## src/rtl/video_pattern_gen.sv

```systemverilog
// rtl/video_pattern_gen.sv - parametrised video timing and test-pattern generator
//
// Produces RGB, HS, VS and DE on the pixel clock for an HDMI encoder. Four
// run-time selectable patterns switch only on frame boundaries. All outputs are
// registered and lag the (hcnt,vcnt) position by one cycle.
//
// Ports:
//   i_clk          pixel clock
//   i_rst_n        asynchronous reset, active-low
//   i_pat_sel      0 colour bars, 1 grid, 2 gradient, 3 solid (latched per frame)
//   i_solid_rgb    {R,G,B} for the solid pattern, sampled live
//   o_vga_r/g/b    pixel colour, 0 outside the active area
//   o_vga_hs       horizontal sync, active level HS_POL
//   o_vga_vs       vertical sync, active level VS_POL
//   o_vga_de       data enable, high in the active area
//   o_frame_start  one-cycle pulse with the first DE pixel of each frame
//   o_frame_cnt    frame count, increments with o_frame_start, wraps 255->0
//
// Option macro PATTERN_SCROLL_EN: patterns 0-2 scroll by SCROLL_STEP pixels
// per frame. Without it no offset register is built.
module video_pattern_gen #(
  parameter int unsigned H_ACTIVE = 640,
  parameter int unsigned H_FP     = 16,
  parameter int unsigned H_SYNC   = 96,
  parameter int unsigned H_BP     = 48,
  parameter int unsigned V_ACTIVE = 480,
  parameter int unsigned V_FP     = 10,
  parameter int unsigned V_SYNC   = 2,
  parameter int unsigned V_BP     = 33,
  parameter bit          HS_POL   = 1'b0,
  parameter bit          VS_POL   = 1'b0,
  parameter int unsigned CW       = 8,
  parameter int unsigned GRID     = 32
`ifdef PATTERN_SCROLL_EN
  ,
  parameter int unsigned SCROLL_STEP = 1
`endif
) (
  input  logic            i_clk,
  input  logic            i_rst_n,
  input  logic [1:0]      i_pat_sel,
  input  logic [3*CW-1:0] i_solid_rgb,
  output logic [CW-1:0]   o_vga_r,
  output logic [CW-1:0]   o_vga_g,
  output logic [CW-1:0]   o_vga_b,
  output logic            o_vga_hs,
  output logic            o_vga_vs,
  output logic            o_vga_de,
  output logic            o_frame_start,
  output logic [7:0]      o_frame_cnt
);

  localparam int unsigned H_TOTAL = H_ACTIVE + H_FP + H_SYNC + H_BP;
  localparam int unsigned V_TOTAL = V_ACTIVE + V_FP + V_SYNC + V_BP;
  localparam int unsigned HW      = $clog2(H_TOTAL);
  localparam int unsigned VW      = $clog2(V_TOTAL);
  // Compares run one bit wider so a sync end equal to the total still fits.
  localparam int unsigned HX      = HW + 1;
  localparam int unsigned VX      = VW + 1;

  localparam logic [HX-1:0] H_LAST   = HX'(H_TOTAL - 1);
  localparam logic [HX-1:0] H_ACT    = HX'(H_ACTIVE);
  localparam logic [HX-1:0] HS_BEGIN = HX'(H_ACTIVE + H_FP);
  localparam logic [HX-1:0] HS_END   = HX'(H_ACTIVE + H_FP + H_SYNC);
  localparam logic [VX-1:0] V_LAST   = VX'(V_TOTAL - 1);
  localparam logic [VX-1:0] V_ACT    = VX'(V_ACTIVE);
  localparam logic [VX-1:0] VS_BEGIN = VX'(V_ACTIVE + V_FP);
  localparam logic [VX-1:0] VS_END   = VX'(V_ACTIVE + V_FP + V_SYNC);

  localparam int unsigned   BAR_W   = H_ACTIVE / 8;
  localparam logic [HW-1:0] GX_MASK = HW'(GRID - 1);
  localparam logic [VW-1:0] GY_MASK = VW'(GRID - 1);

  logic [HW-1:0]   r_hcnt;
  logic [VW-1:0]   r_vcnt;
  logic [1:0]      r_pat_sel;
  logic [3*CW-1:0] r_rgb;
  logic            r_hs;
  logic            r_vs;
  logic            r_de;
  logic            r_frame_start;
  logic [7:0]      r_frame_cnt;

  logic [HX-1:0]   w_hcnt;
  logic [VX-1:0]   w_vcnt;
  logic            w_h_last;
  logic            w_frame_end;
  logic            w_frame_first;
  logic            w_active;
  logic            w_hs_on;
  logic            w_vs_on;

  always_comb begin
    w_hcnt        = {1'b0, r_hcnt};
    w_vcnt        = {1'b0, r_vcnt};
    w_h_last      = (w_hcnt == H_LAST);
    w_frame_end   = w_h_last && (w_vcnt == V_LAST);
    w_frame_first = (r_hcnt == '0) && (r_vcnt == '0);
    w_active      = (w_hcnt < H_ACT) && (w_vcnt < V_ACT);
    w_hs_on       = (w_hcnt >= HS_BEGIN) && (w_hcnt < HS_END);
    w_vs_on       = (w_vcnt >= VS_BEGIN) && (w_vcnt < VS_END);
  end

  // Position counters; the pattern select is captured on the last pixel so a
  // new selection always starts on a clean frame.
  always_ff @(posedge i_clk or negedge i_rst_n) begin
    if (!i_rst_n) begin
      r_hcnt    <= '0;
      r_vcnt    <= '0;
      r_pat_sel <= 2'd0;
    end else if (w_h_last) begin
      r_hcnt <= '0;
      if (w_frame_end) begin
        r_vcnt    <= '0;
        r_pat_sel <= i_pat_sel;
      end else begin
        r_vcnt <= r_vcnt + 1'b1;
      end
    end else begin
      r_hcnt <= r_hcnt + 1'b1;
    end
  end

  // Pattern x coordinate
  logic [HW-1:0] w_x;

`ifdef PATTERN_SCROLL_EN
  localparam logic [HX-1:0] STEP = HX'(SCROLL_STEP % H_ACTIVE);

  logic [HW-1:0] r_offset;
  logic [HX-1:0] w_xsum;
  logic [HX-1:0] w_osum;

  // Both operands are below H_ACTIVE, so one conditional subtract is a full mod.
  always_comb begin
    w_xsum = w_hcnt + {1'b0, r_offset};
    w_osum = {1'b0, r_offset} + STEP;
    w_x    = (w_xsum >= H_ACT) ? HW'(w_xsum - H_ACT) : HW'(w_xsum);
  end

  always_ff @(posedge i_clk or negedge i_rst_n) begin
    if (!i_rst_n) begin
      r_offset <= '0;
    end else if (w_frame_end) begin
      r_offset <= (w_osum >= H_ACT) ? HW'(w_osum - H_ACT) : HW'(w_osum);
    end
  end
`else
  always_comb begin
    w_x = r_hcnt;
  end
`endif

  // Pattern generation
  logic [3:0]      w_bar;
  logic [2:0]      w_bar_rgb;
  logic            w_grid_on;
  logic [CW-1:0]   w_grad;
  logic [3*CW-1:0] w_rgb;

  always_comb begin
    // Thresholds ascend, so the last one passed gives the bar index; 8 means
    // the remainder columns past the last full bar.
    w_bar = 4'd0;
    for (int i = 1; i <= 8; i++) begin
      if ({1'b0, w_x} >= HX'(i * BAR_W)) begin
        w_bar = 4'(i);
      end
    end
    case (w_bar)
      4'd0:    w_bar_rgb = 3'b111;
      4'd1:    w_bar_rgb = 3'b110;
      4'd2:    w_bar_rgb = 3'b011;
      4'd3:    w_bar_rgb = 3'b010;
      4'd4:    w_bar_rgb = 3'b101;
      4'd5:    w_bar_rgb = 3'b100;
      4'd6:    w_bar_rgb = 3'b001;
      default: w_bar_rgb = 3'b000;
    endcase
    w_grid_on = ((w_x & GX_MASK) == '0) || ((r_vcnt & GY_MASK) == '0);
    w_grad    = CW'(w_x);
    case (r_pat_sel)
      2'd0:    w_rgb = {{CW{w_bar_rgb[2]}}, {CW{w_bar_rgb[1]}}, {CW{w_bar_rgb[0]}}};
      2'd1:    w_rgb = {(3*CW){w_grid_on}};
      2'd2:    w_rgb = {w_grad, w_grad, w_grad};
      default: w_rgb = i_solid_rgb;
    endcase
  end

  // Output registers
  always_ff @(posedge i_clk or negedge i_rst_n) begin
    if (!i_rst_n) begin
      r_rgb         <= '0;
      r_hs          <= ~HS_POL;
      r_vs          <= ~VS_POL;
      r_de          <= 1'b0;
      r_frame_start <= 1'b0;
      r_frame_cnt   <= 8'd0;
    end else begin
      r_rgb         <= w_active ? w_rgb : '0;
      r_hs          <= w_hs_on ? HS_POL : ~HS_POL;
      r_vs          <= w_vs_on ? VS_POL : ~VS_POL;
      r_de          <= w_active;
      r_frame_start <= w_frame_first;
      if (w_frame_first) begin
        r_frame_cnt <= r_frame_cnt + 8'd1;
      end
    end
  end

  assign o_vga_r       = r_rgb[3*CW-1:2*CW];
  assign o_vga_g       = r_rgb[2*CW-1:CW];
  assign o_vga_b       = r_rgb[CW-1:0];
  assign o_vga_hs      = r_hs;
  assign o_vga_vs      = r_vs;
  assign o_vga_de      = r_de;
  assign o_frame_start = r_frame_start;
  assign o_frame_cnt   = r_frame_cnt;

endmodule

```

## config.mk

```make
export PLATFORM = sky130hd
export DESIGN_NAME = video_pattern_gen
export DESIGN_NICKNAME = d
export VERILOG_FILES = /design/src/rtl/video_pattern_gen.sv
export SDC_FILE = /design/constraint.sdc
export NUM_CORES = 1
export LEC_CHECK = 0
export ABC_AREA = 1
export CAP_MARGIN = 10
export CORE_ASPECT_RATIO = 1.75
export CORE_UTILIZATION = 45
export CTS_CLUSTER_SIZE = 25
export DETAILED_ROUTE_END_ITERATION = 12
export PLACE_DENSITY_LB_ADDON = 0.25
export SYNTH_ARGS = -nofsm -noshare
export SYNTH_HDL_FRONTEND = slang
export SYNTH_SLANG_ARGS = --single-unit
```

## constraint.sdc

```tcl
create_clock -name i_clk -period 1.56 [get_ports i_clk]
set_input_delay 0.312 -clock i_clk [delete_from_list [all_inputs] [get_ports i_clk]]
set_output_delay 0.312 -clock i_clk [all_outputs]
set_load 0.05 [all_outputs]
```

# --- Word-level counts from Yosys, hierarchy flattened ---
# Index checks and enable logic that the tools add are counted.
op_classes:
  reduce_logical: 13
  muxes: 15
  add_sub_neg: 3
  eq_ne: 10
  magnitude_cmp: 14
op_table:
  columns: ["operator", "count"]
  rows:
  - ["$pmux W24 S3", 1]
  - ["$ge A10 B9 Y1 const B", 4]
  - ["$logic_not A10 Y1", 4]
  - ["$ge A10 B10 Y1 const B", 3]
  - ["$mux W24", 1]
  - ["$pmux W3 S7", 1]
  - ["$add A10 B1 Y10 const B", 2]
  - ["$eq A10 B10 Y1 const B", 2]
  - ["$ge A10 B8 Y1 const B", 2]
  - ["$lt A10 B10 Y1 const B", 2]
  - ["$lt A10 B9 Y1 const B", 2]
  - ["$mux W10", 2]
  - ["$eq A4 B3 Y1 const B", 3]
  - ["$mux W4", 3]
  - ["$ge A10 B7 Y1 const B", 1]
  - ["$add A8 B1 Y8 const B", 1]
  - ["$eq A4 B2 Y1 const B", 2]
  - ["$mux W3", 2]
  - ["$logic_and A1 B1 Y1", 5]
  - ["$eq A4 B1 Y1 const B", 1]
  - ["$logic_not A4 Y1", 1]
  - ["$mux W2", 2]
  - ["$mux W1", 3]
  - ["$eq A2 B1 Y1 const B", 1]
  - ["4 further kinds", 4]
word_totals:
  wordCells: 64
  inputBits: 28
  register_bits: 58
  out_inout_bits: 36

# --- Depth between registers and ports, before layout ---
depth:
  depth_word: 13
  depth_mapped: 10
  ltp_nobuf: 10

# --- Worst setup path after synthesis ---
# OpenSTA, ideal clock, no wires.
synth_timing:
  path_kind: "flip-flop to flip-flop"
  from: "register r_vcnt[0]"
  to: "register r_frame_cnt[7] (netlist: o_frame_cnt[7])"
  setup_time_ps: 118
  path_slack_ps: 114
  path_stages_with_launch: 10
  period_less_slack_ps: 1446
  arrival_time_ps: 1328
  n_path_buf: 0
  required_time_ps: 1442
  cell_sequence: "dfrtp_1 inv_1 ha_1 nand3_1 nor2_1 nand2_1 nor2_4 inv_1 nand2_1 nand2_1"
synth_via:
  elab_chain_cells: 2
synth_lines:
  columns: ["item", "line_no", "rtl"]
  rows:
  - ["start, declared", "75", "logic [VW-1:0] r_vcnt;"]
  - ["start signal, assigned", "117", "r_vcnt <= r_vcnt + 1'b1;"]
  - ["$logic_not A10 Y1", "98", "w_frame_first = (r_hcnt == '0) && (r_vcnt == '0);"]
  - ["$logic_and A1 B1 Y1", "98", null]
  - ["end signal, assigned", "206", "r_frame_cnt <= r_frame_cnt + 8'd1;"]
  - ["end, declared", "82", "logic [7:0] r_frame_cnt;"]
# No other way between the ends.
# A chain may end at the register's enable or synchronous reset.

# --- Worst setup path after layout ---
layout_timing:
  from: "register r_hcnt[1]"
  to: "register r_vcnt[6]"
layout_via:
  elab_chain_cells: 3
layout_lines:
  columns: ["item", "line_no", "rtl"]
  rows:
  - ["start, declared", "74", "logic [HW-1:0] r_hcnt;"]
  - ["start signal, assigned", "120", "r_hcnt <= r_hcnt + 1'b1;"]
  - ["$eq A10 B10 Y1 (*)", "96", "w_h_last = (w_hcnt == H_LAST);"]
  - ["$logic_and A1 B1 Y1", "97", "w_frame_end = w_h_last && (w_vcnt == V_LAST);"]
  - ["$mux W10", "113", "if (w_frame_end) begin"]
# Every way passes the cells marked *; elsewhere a longest branch is shown, timed or not.

==> results.cfg <==
[status]
outcome = finished clean

[die]
die_w_um = 63.91
dieHeight_um = 110.3
ioPinCount = 64
dieArea_sq_um = 7051
start_util_pct = 46.50
rows = 39
core_area_sq_um = 6490

[worst_setup_path]
crit_required_ps = 1770
worst_setup_path_end_kind = flip-flop
startpoint_type = flip-flop
cp.arrival_ps = 1760
critPathMaxFanout = 5
crit_type = reg2reg
reg2reg_setup_slack_ps = 10

[timing]
period_needed_ps = 1546
report.final.setup_viol = 0
worst_pin_slew_ps = 386.8
finalCritPeriodShare_pct = 99.10
drv_slew = 0
fin_setup_tns_ps = 0
rsz0062_at_grt = true
slew_headroom_pct = 74.12
fin_ws_ps = 14.07
skew_ps = 4.740
max_freq_mhz = 646.9
finalHoldViolations = 0

[detailed_routing]
drtAntennaViolNets = 0
vias = 2958
wire_per_inst_um = 15.38
detail_route.wirelength_mm = 8.873
first_pass_iters = 4
avgViaCountPerCell = 5.127
drc = 0
drtIter0Drc = 104

[place]
placed_cells = 549
place_hpwl_mm = 6.111
placed_area_sq_um = 4130
globalplace.congestion = 0.8988
dp_slack_ps = -83.31
portBuffers = 63

[clocking]
clockBufferDepth = 2
htreeDepth = 3
path_clk_slew_ps = 50
clk_latency_ps = 330
cts_sinks = 58
cts_tree = built
cts-root-buf = clkbuf_16
cts_buffers = 9

[synthesis]
post-synth-top-area-cell = dfrtp_1
yosysUniqueCellTypes = 37
synth_most_common_cell = nand2_1
synth_seq_area_share_pct = 48.18
synth_top_area_share_pct = 46.43
synth_ff_type = dfrtp_1
synth_fp_nets = 396
avgSynthCellArea_sq_um = 8.314
synth_edf_count = 0
synthArstFlopShare_pct = 100.0
netlist_area_sq_um = 3018
yosys_warnings = 0
ys_ff_latch = 58
synth_area_leaders = dfrtp_1, nand2_1, nor2_1
synth_common_cells = nand2_1, dfrtp_1, nor2_1, inv_1, a21oi_1
syn_inst = 363

[pwr]
ir_worst_vdd_mv = 0.6313
power_mw = 3.714
power_density_nw_per_um2 = 773.4
p_leak_nw = 2.174

[finish]
multi_input_area_sq_um = 1572
fin_cells = 577
antenna_cells = 0
regArea_sq_um = 1458
nets = 523
fill_cells = 474
area_growth_pct = 59.12
drive_gt1_share_pct = 37.17
design_area_sq_um = 4802

[global_route]
grt_pass1_vias = 3043
gr-total-overflow = 0
grt_usage_pct = 25.78
antenna_found_initial = 0
grt_pass1_wl_mm = 13.50
grt_max_degree = 59

[flow_run]
drv_cap = 0

[worst_hold_path]
hold_path_class = in2async
-- worst paths after layout --
| kind | startpoint | endpoint | cells after the start |
|---|---|---|---|
| max in group asynchronous | i_rst_n | o_vga_vs | 3 |
| min | i_rst_n | r_rgb[20] | 3 |
| min reg2reg | r_vcnt[5] | r_vcnt[6] | 2 |
| max | r_hcnt[1] | r_vcnt[6] | 7 |
| max reg2reg | r_hcnt[1] | r_vcnt[6] | 7 |
| min in group i_clk | r_vcnt[5] | r_vcnt[6] | 2 |
-- stage by stage --
stage,hold WS (ps),util [%]
finish,520.6,73.99
global route,558.8,73.99
CTS,530.0,69.33
detailed placement,334.3,63.64
global placement,338.4,63.64
floorplan,16.41,-
-- metal layers --
metal	global-route usage (%)	vias up	wire, um
li1	-	1431	-
met1	23.56	1402	2940
met2	51.52	84	5138
met3	4.630	41	296
met4	14.94	0	498
met5	0	-	0
-- kinds of logic after synthesis --
kind of cell	count (synthesis)	synth area share (%)
and+or+nand+nor	160	24.88
buffers and inverters	57	7.711
AOI/OAI and AO/OA	68	12.81
DFF	58	48.18
adders and majority gates	5	2.073
xor gates and xnor gates	15	4.353
-- registers in the layout, summed over array words and instances (netlist names) --
| signal | count |
|---|---|
| o_frame_cnt | 8 |
| o_frame_start | 1 |
| o_vga_de | 1 |
| o_vga_hs | 1 |
| o_vga_vs | 1 |
| r_hcnt | 10 |
| r_pat_sel | 2 |
| r_rgb | 24 |
| r_vcnt | 10 |
-- worst max-delay path: stages, from the launching register on --
cell and delay, ps:
dfrtp_1 420, ha_4 180, nand3_4 110, inv_4 100, nand3_4 130, nor3_4 250, nand3_2 90, xor2_1 150
-- cells in the final DEF (no fill, tap or decap), types with 4 or more instances in the layout --
cell	n
xnor2_1	4
nor2_4	4
nor3_1	7
inv_4	5
clkbuf_16	9
a21oi_4	6
nand2_1	66
a21oi_1	20
nor2_2	7
a21oi_2	10
buf_12	14
xor2_1	11
inv_2	10
buf_6	5
nor2_1	38
nand3_4	4
o21ai_1	10
nand4_1	10
nand2_2	7
dfrtp_1	53
nand3_1	4
o21ai_0	16
inv_1	35
buf_4	74
clkdlybuf4s50_1	26
-- final cells by class --
type / count / share of cell area (%)
Multi-Input combinational cell: 248 / 32.73
Sequential cell: 58 / 30.35
Timing Repair Buffer: 122 / 24.62
Clock buffer: 14 / 5.706
Inverter: 51 / 4.247
Tap cell: 82 / 2.137
Clock inverter: 2 / 0.2084
-- where the power goes --
| group | switching, mW | internal, mW |
|---|---|---|
| logic | 0.197 | 0.130 |
| clock network | 0.641 | 1.20 |
| registers | 0.0100 | 1.54 |
| total | 0.848 | 2.87 |
-- repair_timing --
action	in CTS	in global routing
hold buffers	1	0
gates cloned	0	2
gates resized for setup	15	68
hold endpoints to repair	31	0
setup endpoints to repair	23	41
pin swaps	3	16
setup buffers	2	7
No activity file was read; power rests on OpenSTA's default activity.
